==> config.mk <==
export PLATFORM = sky130hd
export DESIGN_NAME = row_scan_sequencer
export DESIGN_NICKNAME = d
export VERILOG_FILES = /design/src/rtl/row_scan_sequencer_pkg.sv /design/src/rtl/row_scan_sequencer_scan_timer.sv /design/src/rtl/row_scan_sequencer.sv
export SDC_FILE = /design/constraint.sdc
export NUM_CORES = 1
export LEC_CHECK = 0
export BUFFER_PORTS_ARGS = -buffer_cell sky130_fd_sc_hd__buf_2
export CAP_MARGIN = 20
export CORE_ASPECT_RATIO = 0.8
export CORE_MARGIN = 1.5
export CORE_UTILIZATION = 55
export CTS_CLUSTER_SIZE = 10
export DETAILED_ROUTE_END_ITERATION = 10
export PLACE_DENSITY = 0.81
export SLEW_MARGIN = 20
export SYNTH_ARGS = -nofsm -noshare
export SYNTH_HDL_FRONTEND = slang
export SYNTH_HIERARCHICAL = 1
export SYNTH_SLANG_ARGS = --single-unit
==> constraint.sdc <==
create_clock -name clk -period 2.8 [get_ports clk]
set_input_delay 0.42 -clock clk [delete_from_list [all_inputs] [get_ports clk]]
set_output_delay 0.42 -clock clk [all_outputs]
set_load 0.02 [all_outputs]
==> src/rtl/row_scan_sequencer_pkg.sv <==
// row_scan_sequencer_pkg: shared state encoding and address width for the row scan sequencer
package row_scan_sequencer_pkg;
  typedef enum logic [1:0] {ST_IDLE = 2'd0, ST_BLANK = 2'd1, ST_DWELL = 2'd2} state_e;
  localparam int SEL_W = 3;
endpackage

==> src/rtl/row_scan_sequencer_scan_timer.sv <==
// scan_timer: loadable down-counter with a registered flag marking the final count
module scan_timer
  import row_scan_sequencer_pkg::*;
#(
  parameter int W = 8
) (
  input  logic         clk,
  input  logic         reset,
  input  logic         load,
  input  logic [W-1:0] load_val,
  output logic [W-1:0] count,
  output logic         last
);
  logic [W-1:0] count_q;
  logic         last_q;
  always_ff @(posedge clk) begin
    if (reset) begin
      count_q <= '0;
      last_q  <= 1'b0;
    end else if (load) begin
      count_q <= load_val;
      last_q  <= load_val == W'(1);
    end else if (count_q != '0) begin
      count_q <= count_q - W'(1);
      last_q  <= count_q == W'(2);
    end
  end
  assign count = count_q;
  assign last  = last_q;
endmodule

==> src/rtl/row_scan_sequencer.sv <==
// row_scan_sequencer: steps a 3-to-8 decoder through its rows with blanking gaps between dwells
module row_scan_sequencer
  import row_scan_sequencer_pkg::*;
#(
  parameter int DWELL_W      = 8,
  parameter int BLANK_CYCLES = 2,
  parameter int NUM_ROWS     = 8
) (
  input  logic               clk,
  input  logic               reset,
  input  logic               start,
  input  logic               stop,
  input  logic               continuous,
  input  logic [DWELL_W-1:0] dwell,
  output logic [SEL_W-1:0]   sel,
  output logic               sel_en,
  output logic               busy,
  output logic               row_done,
  output logic               frame_done
);
  localparam logic [SEL_W-1:0]   LAST_ROW = SEL_W'(NUM_ROWS - 1);
  localparam logic [DWELL_W-1:0] BLANK_LD = DWELL_W'(BLANK_CYCLES);
  state_e             st_q;
  logic [SEL_W-1:0]   sel_q;
  logic               cont_q, sel_en_q, busy_q, row_done_q, frame_done_q;
  logic [DWELL_W-1:0] dwell_eff, cnt, ld_val_d;
  logic               ld_d, last, wrap_end;
  scan_timer #(.W(DWELL_W)) u_timer (
    .clk(clk), .reset(reset), .load(ld_d), .load_val(ld_val_d), .count(cnt), .last(last)
  );
  always_comb begin
    dwell_eff = (dwell == '0) ? DWELL_W'(1) : dwell;
    wrap_end  = st_q == ST_DWELL && sel_q == LAST_ROW && !cont_q;
    ld_d      = !stop && ((st_q == ST_IDLE && start) ||
                ((st_q == ST_BLANK || st_q == ST_DWELL) && last && !wrap_end));
    ld_val_d  = (st_q == ST_BLANK) ? dwell_eff : BLANK_LD;
  end
  // Pulses are set one cycle early so they line up with the final dwell count.
  always_ff @(posedge clk) begin
    if (reset || stop) begin
      st_q         <= ST_IDLE;
      sel_q        <= '0;
      sel_en_q     <= 1'b0;
      busy_q       <= 1'b0;
      row_done_q   <= 1'b0;
      frame_done_q <= 1'b0;
      if (reset) cont_q <= 1'b0;
    end else begin
      case (st_q)
        ST_IDLE: if (start) begin
          st_q   <= ST_BLANK;
          cont_q <= continuous;
          busy_q <= 1'b1;
        end
        ST_BLANK: if (last) begin
          st_q         <= ST_DWELL;
          sel_en_q     <= 1'b1;
          row_done_q   <= dwell_eff == DWELL_W'(1);
          frame_done_q <= dwell_eff == DWELL_W'(1) && sel_q == LAST_ROW;
        end
        ST_DWELL: begin
          row_done_q   <= cnt == DWELL_W'(2);
          frame_done_q <= cnt == DWELL_W'(2) && sel_q == LAST_ROW;
          if (last) begin
            sel_en_q <= 1'b0;
            sel_q    <= (sel_q == LAST_ROW) ? '0 : sel_q + SEL_W'(1);
            st_q     <= wrap_end ? ST_IDLE : ST_BLANK;
            busy_q   <= !wrap_end;
          end
        end
        default: st_q <= ST_IDLE;
      endcase
    end
  end
  assign sel        = sel_q;
  assign sel_en     = sel_en_q;
  assign busy       = busy_q;
  assign row_done   = row_done_q;
  assign frame_done = frame_done_q;
endmodule

; ---- Word-level counts from Yosys, hierarchy flattened
; Index checks and enable logic that the tools add are counted.
[classes]
n_addsub = 2
multipliers = 0
n_div = 0
n_lt_le_gt_ge = 0
n_eq_ne = 10
shift = 0
n_mux = 26
n_bitwise = 0
reduce_logical = 28
[op_table]
columns = operator, n
row1 = 8-bit 2-to-1 mux, 4
row2 = "8-bit by 1-bit equality test with 1-bit output, second input constant", 2
row3 = 1-bit 2-to-1 mux, 13
row4 = 3-bit AND reduction, 4
row5 = 2-bit nonzero test, 5
row6 = "8-bit by 2-bit equality test with 1-bit output, second input constant", 1
row7 = 1-bit logical AND, 8
row8 = 8-bit zero test, 1
row9 = 1-bit one-hot mux with 2 select lines, 4
row10 = 8-bit nonzero test, 1
row11 = "8-bit by 1-bit subtractor with 8-bit output, second input constant", 1
row12 = 2-bit 2-to-1 mux, 3
row13 = 2-bit one-hot mux with 3 select lines, 1
row14 = "2-bit by 1-bit inequality test with 1-bit output, second input constant", 2
row15 = "2-bit inequality test, second input constant", 2
row16 = 2-bit AND reduction, 2
row17 = "3-bit by 1-bit adder with 3-bit output, second input constant", 1
row18 = "3-bit equality test, second input constant", 1
row19 = 1-bit zero test, 3
row20 = 1-bit logical OR, 3
row21 = 3-bit 2-to-1 mux, 1
row22 = "2-bit by 1-bit equality test with 1-bit output, second input constant", 1
row23 = "2-bit equality test, second input constant", 1
row24 = 2-bit zero test, 1
[word_totals]
ff_bits = 19
latch_bits = 0
ramBits = 0
mem_bits_ro = 0
in_bits = 13
output_inout_bits = 7
wordCells = 75
mem_count = 0

; ---- Depth between registers and ports, before layout
[logic_depth]
depth_word = 8
mapped_depth = 11
ltp_nobuf = 9

; ---- Modules after synthesis
; Netlist, hierarchy kept.
[by_module_without_submodules]
columns = module, n_inst, cells_per_inst, area_per_inst_um2
row1 = row_scan_sequencer, 1, 79, 654.4
row2 = scan_timer, 1, 63, 531.8

; ---- Worst setup path before layout
; No wires, ideal clock.
[synth_path]
kind = register to register
from = reg sel_q[0], in the netlist sel[0]
to = reg u_timer.last_q, in the netlist u_timer/last
setup_time_ps = 86
arrival_time_ps = 1959
required_ps = 2714
slack_ps = 756
stages_incl_launch_ff = 11
synth_period_minus_slack_ps = 2044
path_cell_list = dfxtp_1 ha_1 ha_1 nand3b_1 nand3_1 a21oi_1 buf_2 clkinv_1 nor2_1 nand3_1 a211oi_1
[synth_between]
elab_chain_cells = 8
word_cells_on_any_way = 9
classes_between = 1 x eq/ne / 1 x mux / 7 x reduce/logical
[synth_rtl]
columns = element, line_no
row1 = "start, declared", row_scan_sequencer.sv:24  ; logic [SEL_W-1:0] sel_q;
row2 = "start signal, assigned", row_scan_sequencer.sv:66  ; sel_q <= (sel_q == LAST_ROW) ? '0 : sel_q + SEL_W'(1);
row3 = 3-bit equality test (*), row_scan_sequencer.sv:33  ; wrap_end = st_q == ST_DWELL && sel_q == LAST_ROW && !cont_q;
row4 = 1-bit logical AND (*) (2 in a row), row_scan_sequencer.sv:33
row5 = 1-bit zero test (*), row_scan_sequencer.sv:35  ; ((st_q == ST_BLANK || st_q == ST_DWELL) && last && !wrap_end));
row6 = 1-bit logical AND (*), row_scan_sequencer.sv:35
row7 = 1-bit logical OR (*), row_scan_sequencer.sv:34  ; ld_d = !stop && ((st_q == ST_IDLE && start) ||
row8 = 1-bit logical AND (*), row_scan_sequencer.sv:34
row9 = net ld_d, row_scan_sequencer.sv:27  ; logic ld_d, last, wrap_end;
row10 = 1-bit 2-to-1 mux / 2-bit nonzero test (equally long branches), n/a
row11 = "end signal, assigned", row_scan_sequencer_scan_timer.sv:19  ; last_q <= 1'b0;
row12 = "end signal, assigned", row_scan_sequencer_scan_timer.sv:22  ; last_q <= load_val == W'(1);
row13 = "end signal, assigned", row_scan_sequencer_scan_timer.sv:25  ; last_q <= count_q == W'(2);
row14 = "end, declared", row_scan_sequencer_scan_timer.sv:15  ; logic last_q;
; The timed path passes the listed nets; every way through them passes the cells marked *.
; A chain may end at the register's enable or synchronous reset.

; ---- Final worst setup path
[layout_path]
from = reg st_q[0]
to = reg u_timer.count_q[3], in the netlist u_timer/count[3]
[layout_between]
elab_chain_cells = 8
word_cells_on_any_way = 15
classes_between = 2 x eq/ne / 2 x mux / 11 x reduce/logical
[layout_rtl]
columns = element, line_no
row1 = "start, declared", row_scan_sequencer.sv:23  ; state_e st_q;
row2 = "start signal, assigned", row_scan_sequencer.sv:67  ; st_q <= wrap_end ? ST_IDLE : ST_BLANK;
row3 = 2-bit equality test, "row_scan_sequencer.sv:33, row_scan_sequencer.sv:35"
row4 = 1-bit logical AND (2 in a row), row_scan_sequencer.sv:33
row5 = 1-bit zero test, row_scan_sequencer.sv:35
row6 = 1-bit logical AND, row_scan_sequencer.sv:35
row7 = 1-bit logical OR (*), row_scan_sequencer.sv:34
row8 = 1-bit logical AND (*), row_scan_sequencer.sv:34
row9 = net ld_d, row_scan_sequencer.sv:27
row10 = 8-bit 2-to-1 mux / 2-bit nonzero test (equally long branches), n/a
row11 = "end signal, assigned", row_scan_sequencer_scan_timer.sv:21  ; count_q <= load_val;
row12 = "end signal, assigned", row_scan_sequencer_scan_timer.sv:24  ; count_q <= count_q - W'(1);
row13 = "end, declared", row_scan_sequencer_scan_timer.sv:14  ; logic [W-1:0] count_q;
; Marked as above.

==> flow_summary.json <==
{
  "r2r_end": "u_timer/count[3]",
  "synth_area_per_cell_um2": 8.35,
  "switching_share": 0.420,
  "num-fill-cells": 158,
  "cts_hold_buffers": 0,
  "wirelength_um": 2760,
  "synth_nets": 164,
  "finalClockSkew_ns": 0.00375,
  "worst_path_most_repeated_cell": "nand3_1",
  "grt_pass1_vias": 1001,
  "r2r_start": "st_q[0]",
  "nNetsFinal": 186,
  "r2r_slack_ns": 0.53,
  "p_total_w": 0.00109,
  "fin_crit_sh": 0.812,
  "status": "finished, final reports clean",
  "numPortBuffers": 19,
  "yosysUniqueCellTypes": 42,
  "routedWlPerCell_um": 14.8,
  "p_seq_frac": 0.409,
  "p_int_w": 0.000634,
  "die-area_um2": 2450,
  "fmax_mhz": 440,
  "h-tree-depth": 1,
  "max_slew_margin": 0.621,
  "clock_power_share": 0.134,
  "pwr-share-comb": 0.457,
  "yosysWarnings": 6,
  "antenna_cells": 0,
  "worstPathMaxFanout": 10,
  "hold-path-cell-count": 2,
  "antenna_left": 0,
  "cts_buffer_depth": 2,
  "firstDrtPassIters": 5,
  "finalHoldViolCount": 0,
  "synth-seq-cells": 19,
  "slowest_delay_ns": 0.39,
  "dieWidth_um": 54.9,
  "fin_setup_tns_ns": 0,
  "worstMarginPinSlew_ns": 0.563,
  "fp-row-count": 14,
  "syn2layout_area_growth_pct": 12.6,
  "drc_errors": 0,
  "crit_arrival_ns": 2.47,
  "fp.dieH_um": 44.5,
  "ctsRootBufferMaster": "clkbuf_4",
  "cts.sinks": 19,
  "grt_max_degree": 13,
  "finalSetupViolCount": 0,
  "antenna_found_initial": 0,
  "dp_hpwl_um": 2120,
  "rsz0062_at_grt": "false",
  "cts_setup_buffers": 0,
  "yosysSeqAreaShare": 0.329,
  "clkSlewWorstSetupHoldPaths_ns": 0.11,
  "cp-start-kind": "register",
  "critPathKind": "register to register",
  "p_leak_nw": 0.559,
  "drtIter0Drc": 71,
  "cp_cell_sequence": "inv_1 -> ha_1 -> nand3b_1 -> nand3_1 -> a21oi_1 -> buf_4 -> nor3_1 -> nand3_1 -> nand2b_1 -> nor3b_1",
  "layout-drive-gt1-share": 0.209,
  "ios": 20,
  "end_kind": "register",
  "numCtsBuffers": 3,
  "hold_ws_ns": 0.344,
  "tritoncts": "yes",
  "insertion_delay_ns": 0.31,
  "netlist_area_um2": 1190,
  "powerDensity_nw_per_um2": 819,
  "vias": 1132,
  "overflow": 0,
  "via_per_inst": 6.05,
  "initial_core_util": 0.605,
  "ir_drop_uv": 730,
  "max-cap-violations": 0,
  "grtUsageTotal": 0.248,
  "p_sw_w": 0.000459,
  "core_area_um2": 1960,
  "grt_first_pass_wirelength_um": 4310,
  "period_needed_ns": 2.27,
  "holdCritPathClass": "primary input to register",
  "r2r_cells": 10,
  "globalplace.congestion": 0.928,
  "min_from": "reset",
  "crit_required_ns": 3.00,
  "postSynthCellCount": 142,
  "slowest_stage": "ha_1",
  "slew_violations": 0,
  "min_to": "u_timer/count[1]",
  "cts_resized": 0
}
-- sequential cells by signal (all words and copies together) (netlist names) --
signal,count
busy,1
cont_q,1
frame_done,1
row_done,1
sel,3
sel_en,1
st_q,2
u_timer/count,8
u_timer/last,1
-- placed cells by master (no fill, tap or decap), types with 2 or more instances in the layout --
master | Yosys | final
a211oi_1 | 3 | 3
a21oi_1 | 12 | 12
and2_1 | 5 | 5
buf_2 | 2 | 19
buf_4 | 0 | 2
clkbuf_4 | 0 | 3
dfxtp_1 | 18 | 18
ha_1 | 9 | 9
inv_1 | 6 | 6
mux2i_1 | 2 | 2
nand2_1 | 10 | 10
nand2b_1 | 4 | 4
nand3_1 | 6 | 6
nor2_1 | 18 | 18
nor3_1 | 5 | 5
nor3_2 | 2 | 2
nor3b_1 | 4 | 4
o211ai_1 | 3 | 3
or3_1 | 2 | 2
or4_1 | 2 | 2
or4_4 | 2 | 2
xnor2_1 | 3 | 3
xor2_1 | 2 | 2
-- worst max-delay path: cells and delay by family (launching register included) --
kind            cells  cell delay [ns]
simple gates        6             1.09
fa+ha+maj           1             0.39
flops               1             0.36
buf+inv             2             0.26
compound gates      1             0.07
-- cell type report --
cell class / count / area, um2 / area share
flip-flops and latches: 19 / 390 / 0.292
clock buffers: 4 / 26.3 / 0.0197
repair buffers: 21 / 110 / 0.0825
multi-input cells: 112 / 752 / 0.563
inverters: 7 / 26.3 / 0.0197
well taps: 24 / 30.0 / 0.0225
-- worst max-delay path by stage --
| stage | start | to | cells past startpoint |
|---|---|---|---|
| floorplan | sel[0] | u_timer/last | 10 |
| global placement | dwell[4] | u_timer/last | 7 |
| detailed placement | st_q[0] | u_timer/count[5] | 10 |
| CTS | st_q[0] | u_timer/count[5] | 10 |
| global route | st_q[0] | u_timer/count[4] | 10 |
| finish | st_q[0] | u_timer/count[3] | 10 |
-- power by group through the flow --
stage | logic (W) | registers (W) | clock network [W]
after floorplan | 0.000392 | 0.000423 | 0
after global placement | 0.000461 | 0.000451 | 0
after detailed placement | 0.000482 | 0.000450 | 0
after CTS | 0.000483 | 0.000444 | 0.000148
after global routing | 0.000534 | 0.000457 | 0.000161
final | 0.000499 | 0.000447 | 0.000146
-- per-layer routing --
| layer | track usage | part of all wire |
|---|---|---|
| met5 | 0 | 0 |
| met4 | 0.0780 | 0.018 |
| met3 | 0.0811 | 0.10 |
| met2 | 0.357 | 0.41 |
| met1 | 0.350 | 0.47 |
-- cells in the mapped netlist, drive strengths merged --
| master | count | share of area |
|---|---|---|
| dfxtp | 18 | 0.30 |
| nor2 | 18 | 0.057 |
| a21oi | 12 | 0.051 |
| nand2 | 10 | 0.032 |
| ha | 9 | 0.095 |
| nor3 | 7 | 0.038 |
| and2 | 6 | 0.033 |
| inv | 6 | 0.019 |
| nand3 | 6 | 0.025 |
| a211oi | 4 | 0.030 |
| nand2b | 4 | 0.021 |
| nor3b | 4 | 0.025 |
| or4 | 4 | 0.032 |
| o211ai | 3 | 0.019 |
| xnor2 | 3 | 0.022 |
| buf | 2 | 0.0084 |
| clkbuf | 2 | 0.0063 |
| mux2i | 2 | 0.017 |
| nor4 | 2 | 0.023 |
| o21ai | 2 | 0.0084 |
| or3 | 2 | 0.011 |
| xor2 | 2 | 0.015 |
| a31oi | 1 | 0.0053 |
| clkinv | 1 | 0.0032 |
| edfxtp | 1 | 0.025 |
| mux2 | 1 | 0.0095 |
| nand3b | 1 | 0.0063 |
| nand4 | 1 | 0.0053 |
| nand4bb | 1 | 0.0095 |
| nor2b | 1 | 0.0053 |
| nor4b | 1 | 0.0074 |
| o21a | 1 | 0.0063 |
| o21ba | 1 | 0.0084 |
| o21bai | 1 | 0.0063 |
| o31ai | 1 | 0.0063 |
| or2 | 1 | 0.0053 |
-- logic make-up after synthesis --
kind of cell / count (synthesis) / synth area share
mux: 3 / 0.0264
xor+xnor: 5 / 0.0369
compound gates: 26 / 0.140
simple gates: 69 / 0.335
flops: 19 / 0.329
buf+inv: 11 / 0.0369
fa+ha+maj: 9 / 0.0949
-- per-stage QoR --
step | area [um2] | utilization | worst slack, ns | instances
after floorplan | 1190 | - | 0.756 | 142
after detailed placement | 1310 | 0.667 | 0.592 | 183
final | 1340 | 0.680 | 0.526 | 187
after global placement | 1310 | 0.667 | 0.751 | 183
after CTS | 1340 | 0.680 | 0.577 | 187
after global routing | 1340 | 0.680 | 0.400 | 187
Power figures use the tool's default switching activity.
